==> src/rtl/vram_slot_arbiter.sv <==
// vram_slot_arbiter: divides each 8-clk cell into PF/MO/AL/CPU VRAM slots and grants pending 68k accesses.
// Defining VRAM_VBLANK_CPU_EN lets a pending CPU access take any slot while VBLANK_b is low.
module vram_slot_arbiter (
   input  logic       clk,
   input  logic       rst,
   input  logic       HSYNC,
   input  logic       VBLANK_b,
   input  logic       cpu_req,
   input  logic       cpu_wr,
   output logic [2:0] VRAC,
   output logic       VRAMRD_b,
   output logic       VRAMWR,
   output logic       NXL_b,
   output logic       PFL_b,
   output logic       cpu_ack
);
   logic [2:0] ph_q, ph_d;
   logic       pend_q, pend_d, wr_q, wr_d, grant_q, grant_d, hs_q, rs_q, rs_d, ack_q, ack_d;
   logic       acc, first, fin, rise, slot_ok;
`ifndef VRAM_VBLANK_CPU_EN
   logic       unused_vblank;
   assign unused_vblank = VBLANK_b;
`endif

   always_ff @(posedge clk) begin
      if (!rst) begin
         ph_q    <= '0;
         pend_q  <= 1'b0;
         wr_q    <= 1'b0;
         grant_q <= 1'b0;
         hs_q    <= 1'b0;
         rs_q    <= 1'b0;
         ack_q   <= 1'b0;
      end else begin
         ph_q    <= ph_d;
         pend_q  <= pend_d;
         wr_q    <= wr_d;
         grant_q <= grant_d;
         hs_q    <= HSYNC;
         rs_q    <= rs_d;
         ack_q   <= ack_d;
      end
   end

   // A resync landing in a granted slot's first cycle is held so the access finishes both cycles.
   always_comb begin
      first   = grant_q & ~ph_q[0];
      fin     = grant_q & ph_q[0];
      acc     = cpu_req & ~pend_q & ~ack_q;
      rise    = HSYNC & ~hs_q;
      rs_d    = rise & first;
      ph_d    = ((rise & ~first) | rs_q) ? 3'd0 : ph_q + 3'd1;
`ifdef VRAM_VBLANK_CPU_EN
      slot_ok = ~ph_d[0] & ((ph_d == 3'd6) | ~VBLANK_b);
`else
      slot_ok = ph_d == 3'd6;
`endif
      grant_d = grant_q ? first : (pend_q | acc) & slot_ok;
      pend_d  = ~fin & (pend_q | acc);
      wr_d    = acc ? cpu_wr : wr_q;
      ack_d   = fin;
   end

   always_comb begin
      VRAC     = {grant_q & wr_q & ph_q[0], grant_q ? 2'b11 : ph_q[2:1]};
      VRAMRD_b = ~(grant_q & ~wr_q);
      VRAMWR   = grant_q & wr_q;
      PFL_b    = ~(~grant_q & (ph_q == 3'd1));
      NXL_b    = ~(~grant_q & (ph_q == 3'd3));
      cpu_ack  = ack_q;
   end
endmodule

==> config.mk <==
export PLATFORM = sky130hd
export DESIGN_NAME = vram_slot_arbiter
export DESIGN_NICKNAME = d
export VERILOG_FILES = /design/src/rtl/vram_slot_arbiter.sv
export SDC_FILE = /design/constraint.sdc
export NUM_CORES = 1
export LEC_CHECK = 0
export CORE_AREA = 2 2 39 41
export CTS_BUF_LIST = sky130_fd_sc_hd__clkbuf_8 sky130_fd_sc_hd__clkbuf_16
export DETAILED_ROUTE_END_ITERATION = 10
export DIE_AREA = 0 0 41 43
export PLACE_DENSITY_LB_ADDON = 0.12
export SLEW_MARGIN = 15
export SYNTH_ARGS = -nofsm -noshare
export SYNTH_HDL_FRONTEND = slang
export SYNTH_SLANG_ARGS = --single-unit
==> constraint.sdc <==
create_clock -name clk -period 4.56 [get_ports clk]
set_input_delay 0.456 -clock clk [delete_from_list [all_inputs] [get_ports clk]]
set_output_delay 0.456 -clock clk [all_outputs]
set_load 0.01 [all_outputs]
==> results of run 1 <==
## kinds of logic (layout without fill, tap and decap cells)
family | count (synthesis) | in the layout | synth area share
adders and majority gates | 3 | 3 | 0.09232
muxes | 1 | 1 | 0.02462
DFF | 9 | 9 | 0.4431
and+or+nand+nor | 20 | 20 | 0.2923
buffers and inverters | 6 | 21 | 0.07385
AOI/OAI and AO/OA | 4 | 4 | 0.07382
## power breakdown
group	total (W)	leakage (nW)	switching, W	internal, W
registers	0.0000845	0.0737	0.00000255	0.0000820
clock network	0.0000884	0.0269	0.0000299	0.0000585
logic	0.0000165	0.150	0.00000653	0.00000993
total	0.000189	0.251	0.0000390	0.000150
## critical path: stages, from the launching register on
cell             delay [ns]
dfxtp_1                0.38
ha_1                   0.23
ha_1                   0.17
nand2b_1               0.06
clkdlybuf4s50_1        0.52
## cells in the mapped netlist (2+ instances only)
| cell type | n |
|---|---|
| nand2b_1 | 2 |
| nor2b_1 | 2 |
| and2_1 | 2 |
| inv_1 | 5 |
| ha_1 | 3 |
| and3_1 | 2 |
| nor2_1 | 6 |
| dfxtp_1 | 9 |
## path summary, 6_finish.rpt
kind                            from                  to  slack [ns]
hold / removal       hs_q$_SDFF_PN0_     rs_q$_SDFF_PN0_        0.50
setup reg to reg  ph_q[0]$_SDFF_PN0_  grant_q$_SDFF_PN0_        2.93
hold reg to reg      hs_q$_SDFF_PN0_     rs_q$_SDFF_PN0_        0.50
setup / recovery  ph_q[0]$_SDFF_PN0_               NXL_b        2.51
## stage by stage
step / utilization / instances
6_report: 0.4195 / 74
2_1_floorplan: - / 43
4_1_cts: 0.4195 / 74
5_1_grt: 0.4195 / 74
3_3_place_gp: 0.3870 / 70
3_5_place_dp: 0.3870 / 70
## flip-flops by register name, summed over array words and instances (netlist names)
signal / flops
pend_q: 1
ph_q: 3
grant_q: 1
rs_q: 1
hs_q: 1
wr_q: 1
cpu_ack: 1
## cell type report
class	instances	area, µm²
clock inverter	1	3.754
clock buffer	3	41.29
inverter	5	18.77
fill	151	803.3
tap	16	20.02
multi-input combinational	28	196.4
sequential	9	180.2
timing repair buffer	12	120.1
## layer usage
metal | part of all wire | track usage | routed length, µm | up-vias
met2 | 0.44 | 0.1063 | 291 | 9
met5 | 0 | 0 | 0 | -
li1 | - | - | - | 170
met4 | 0 | 0.1000 | 0 | 0
met1 | 0.51 | 0.1266 | 336 | 132
met3 | 0.050 | 0.01571 | 33 | 0
==> key figures, run 1 <==
Yosys
  – Synth area leader: dfxtp_1
  – FFs w/ async S/R, synth: 0
  – Synthesized flop and latch total: 9
  – Yosys cell types: 20
  – Cell Area, Synth: 406.6 µm²
  – Sequential area share after synthesis: 0.4431
  – Synth Net Count: 52
  – Cells after synthesis: 43
  – Synth warnings: 0
  – Syn avg cell area: 9.457 µm²
  – Synth Flop Type: dfxtp_1
  – Synth top area cells: dfxtp_1, ha_1, nor2_1
  – Yosys top cell area share: 0.4431
  – Post-synth EDFFs: 0

Finish
  – Most frequent cells in the layout: clkdlybuf4s50_1, dfxtp_1, inv_1, nor2_1
  – Commonest non-fill, non-tap cell in the layout: clkdlybuf4s50_1
  – Fin area: just under 600 µm²
  – Area Overhead vs Synth: 42.77%
  – NumNets Final: between 60 and 70
  – Share of post-route cells with drive strength above 1: 0.1034
  – Inserted Diodes: 0

Power and ir drop
  – Leakage: between 0.2 and 0.3 nW
  – Total power draw: about 0.00019 W
  – Max VDD drop: between 100 and 150 µV
  – Power Density: between 300 and 400 nW/µm²

Placed design
  – Post-DP HPWL: 498.1 µm
  – DP Area: 535.5 µm²
  – GP Congestion: 0.5980
  – Setup WS pre-CTS: 2.753 ns
  – Port-buffer cells: 12

Floorplan
  – I/O pin count: 14
  – Die area: 1763 µm²
  – Chip width: around 40 µm
  – Die Span Y: around 43 µm
  – Initial Utilization: 0.2939
  – Core area: 1384 µm²
  – Row Count: 14

Clocking
  – CTS Buffer Depth: 2
  – Post-CTS Setup Repair Bufs: 0
  – Clk_lat worst skew: 0.23 ns
  – Sinks on the clock net: 9
  – CTS Buf Count: 3
  – H-tree depth: 1
  – Resized cells post-CTS: 0
  – CTS tree: done
  – Root buffer cell: clkbuf_8
  – Hold buffers post-CTS: 0
  – Clock-pin slew on the worst setup and hold paths: approximately 0.04 ns

Timing
  – Achievable Freq: 0.4884 GHz
  – Clock Skew: ~0.0021 ns
  – # setup viols final: 0
  – Final WS setup: 2.512 ns
  – Final worst path period share: 0.4490
  – Final Max Slew Viols: 0
  – RSZ-0062 raised after global routing: false
  – Measured slew at the worst slew-check pin: approximately 0.33 ns
  – Sum Neg Setup Slack: 0 ns
  – Rel. slew slack: 0.7801
  – Final hold violations: 0
  – Final min period: 2.048 ns
  – Final hold slack: 0.4953 ns

Worst setup path
  – Worst-case reg-to-reg path depth: 4
  – Critical Path Source Type: flip-flop
  – Arrival time at the worst endpoint: 1.59 ns
  – Critical path class: reg -> out
  – CP required: 4.10 ns
  – Worst Setup End Kind: output port
  – Crit Path Max Fanout: 9

GRT
  – Overflow after GRT: 0
  – Wire length of the first global-routing pass: 1035 µm
  – Initial antenna violation count: 0
  – Largest net degree at the start of global routing: 12
  – Total track usage: 0.09164
  – Number of global-route vias before repair: 257

Route
  – Pre-antenna DRT Iters: 4
  – Vias: between 300 and 400
  – Via-to-Cell Ratio: 4.203
  – DRC: 0
  – Wirelength per Cell: 8.932 µm
  – Detail Route Antenna Nets: 0
  – DRT iter0 DRCs: 1
  – DRT Wirelength: 661 µm

Run status
  – Outcome: completed

Hold path
  – Type of the most critical hold path: reg -> reg
  – Worst Hold Depth: 2

Job
  – Max cap viols: 0
No activity file was read; power rests on OpenSTA's default activity.
==> inputs of run 2 (changes only) <==
- clock period: 4.56 -> 1.8 ns (I/O delays scaled with it)
==> run 2 against run 1 <==
Power increased to 2.5 times the previous value. Hold slack about the same. Highest routed layer unchanged. Critical path depth unchanged. Die area unchanged. Via count increased by 3.9%. Register-to-register slack got worse by 2.7 ns. Sequential share of layout area decreased by 0.40 points. Clock skew about the same. Worst setup slack got worse by 2.4 ns.
==> key figures, run 2 (synthesized netlist as in run 1, its figures left out) <==
Run status
  – Outcome: completed

Timing
  – Final min period: 1.704 ns
  – # setup viols final: 0 (unchanged)
  – Final Max Slew Viols: 0 (unchanged)
  – Measured slew at the worst slew-check pin: 0.3222 ns (-0.005454 ns)
  – Clock Skew: 0.001844 ns (-0.0002676 ns)
  – Final worst path period share: 0.9465
  – Final hold violations: 0 (unchanged)
  – RSZ-0062 raised after global routing: false
  – Sum Neg Setup Slack: 0 ns (unchanged)
  – Achievable Freq: 0.5870 GHz
  – Rel. slew slack: 0.7838 (+0.003661)

Clocking
  – Resized cells post-CTS: 0 (unchanged)
  – Clock-pin slew on the worst setup and hold paths: 0.04 ns (about the same)
  – Clk_lat worst skew: 0.23 ns (about the same)
  – CTS Buf Count: 3 (unchanged)
  – Post-CTS Setup Repair Bufs: 0 (unchanged)
  – Hold buffers post-CTS: 0 (unchanged)
  – H-tree depth: 1 (unchanged)
  – CTS Buffer Depth: 2 (unchanged)
  – Sinks on the clock net: 9 (unchanged)
  – Root buffer cell: clkbuf_8
  – CTS tree: done

Route
  – DRC: 0 (unchanged)
  – Via-to-Cell Ratio: 4.307 (+2.5%)
  – Detail Route Antenna Nets: 0 (unchanged)
  – Wirelength per Cell: 8.947 µm (+0.16%)
  – DRT Wirelength: 671 µm (+1.5%)
  – Pre-antenna DRT Iters: 2 (-2)
  – Vias: 323 (+3.9%)
  – DRT iter0 DRCs: 2 (+1)

GRT
  – Number of global-route vias before repair: 267 (+3.9%)
  – Total track usage: 0.08963 (-0.002014)
  – Largest net degree at the start of global routing: 12 (unchanged)
  – Overflow after GRT: 0 (unchanged)
  – Wire length of the first global-routing pass: 1076 µm (+4.0%)
  – Initial antenna violation count: 0 (unchanged)

Worst setup path
  – Critical path class: reg -> out
  – CP required: 1.62 ns (-2.48 ns)
  – Crit Path Max Fanout: 4 (-5)
  – Arrival time at the worst endpoint: 1.52 ns (-0.07 ns)
  – Critical Path Source Type: flip-flop
  – Worst-case reg-to-reg path depth: 4 (unchanged)
  – Worst Setup End Kind: output port

Hold path
  – Worst Hold Depth: 2 (unchanged)
  – Type of the most critical hold path: reg -> reg

Floorplan
  – Chip width: 41 µm (unchanged)
  – Initial Utilization: 0.2939 (unchanged)
  – Die area: 1763 µm² (unchanged)
  – Row Count: 14 (unchanged)
  – Core area: 1384 µm² (unchanged)
  – I/O pin count: 14 (unchanged)
  – Die Span Y: 43 µm (unchanged)

Power and ir drop
  – Total power draw: 0.0004817 W (+150%)
  – Max VDD drop: 550.4 µV (+270%)
  – Power Density: 819.1 nW/µm² (+150%)
  – Leakage: 0.2560 nW (+2.1%)

Job
  – Max cap viols: 0 (unchanged)

Finish
  – # fillers: 150 (-0.66%)
  – Most flops, register: ph_q
  – NumNets Final: 69 (+1.5%)
  – Number of flip-flops under the largest register name: 3 (unchanged)
  – Inserted Diodes: 0 (unchanged)
  – Area Overhead vs Synth: 44.62%
  – Most frequent cells in the layout: clkdlybuf4s50_1, dfxtp_1, inv_1, nor2_1
  – Core Util, Final: 0.4250 (+0.005425)
  – Commonest non-fill, non-tap cell in the layout: clkdlybuf4s50_1
  – Share of post-route cells with drive strength above 1: 0.1186 (+0.01520)

Placed design
  – GP Congestion: 0.6585 (+10%)
  – Post-DP HPWL: 527.1 µm (+5.8%)
  – Port-buffer cells: 12 (unchanged)
[run 2: final cells by class]
| cell class | instances | area, µm² | area share |
|---|---|---|---|
| inverters | 5 | 18.77 | 0.03191 |
| multi-input cells | 28 | 196.4 | 0.3340 |
| clock buffers | 3 | 41.29 | 0.07021 |
| well taps | 16 | 20.02 | 0.03404 |
| clock inverters | 1 | 3.754 | 0.006383 |
| flip-flops and latches | 9 | 180.2 | 0.3064 |
| repair buffers | 13 | 127.6 | 0.2170 |
[run 2: report_power, final]
| group | internal, W | total, W | switching, W |
|---|---|---|---|
| registers | 0.000208 | 0.000213 | 0.00000494 |
| clock network | 0.000148 | 0.000223 | 0.0000748 |
| logic | 0.0000272 | 0.0000462 | 0.0000190 |
[run 2: metrics by stage]
stage,cells,hold slack (ns),cell area [µm²],setup slack (ns)
after floorplan,43,0.3017,406.6,0.2563
after global placement,71,0.4968,543.0,0.2559
after detailed placement,71,0.4937,543.0,0.2381
after CTS,75,0.4992,588.1,0.08708
after global routing,75,0.5301,588.1,0.02563
final,75,0.4948,588.1,0.09634
[run 2: final timing paths]
path                      start                  to  slack (ns)
max reg2reg  ph_q[0]$_SDFF_PN0_  grant_q$_SDFF_PN0_        0.23
max          ph_q[0]$_SDFF_PN0_               NXL_b         0.1
min reg2reg     hs_q$_SDFF_PN0_     rs_q$_SDFF_PN0_        0.49
min             hs_q$_SDFF_PN0_     rs_q$_SDFF_PN0_        0.49
[run 2: worst max-delay path, stage by stage (launching register included)]
cell and delay [ns]:
dfxtp_1 0.33, ha_1 0.21, ha_1 0.17, nand2b_1 0.06, clkdlybuf4s50_1 0.52
[run 2: metal layers]
layer | GRT usage | part of all wire | wire length, µm | vias up
li1 | - | - | - | 170
met1 | 0.1234 | 0.50 | 333 | 144
met2 | 0.1219 | 0.44 | 296 | 9
met3 | 0.03141 | 0.060 | 40 | 0
met4 | 0.04000 | 0 | 0 | 0
met5 | 0 | 0 | 0 | -
==> inputs of run 3 (changes only) <==
- MAX_ROUTING_LAYER: not set -> met4
==> results of run 3 <==
Final layout, timing and power as in run 2 (identical DEF).
Among the figures that moved: final weighted congestion in routability-driven placement 0.6585 -> 0.6645; overall routing resource usage 0.08963 -> 0.09185
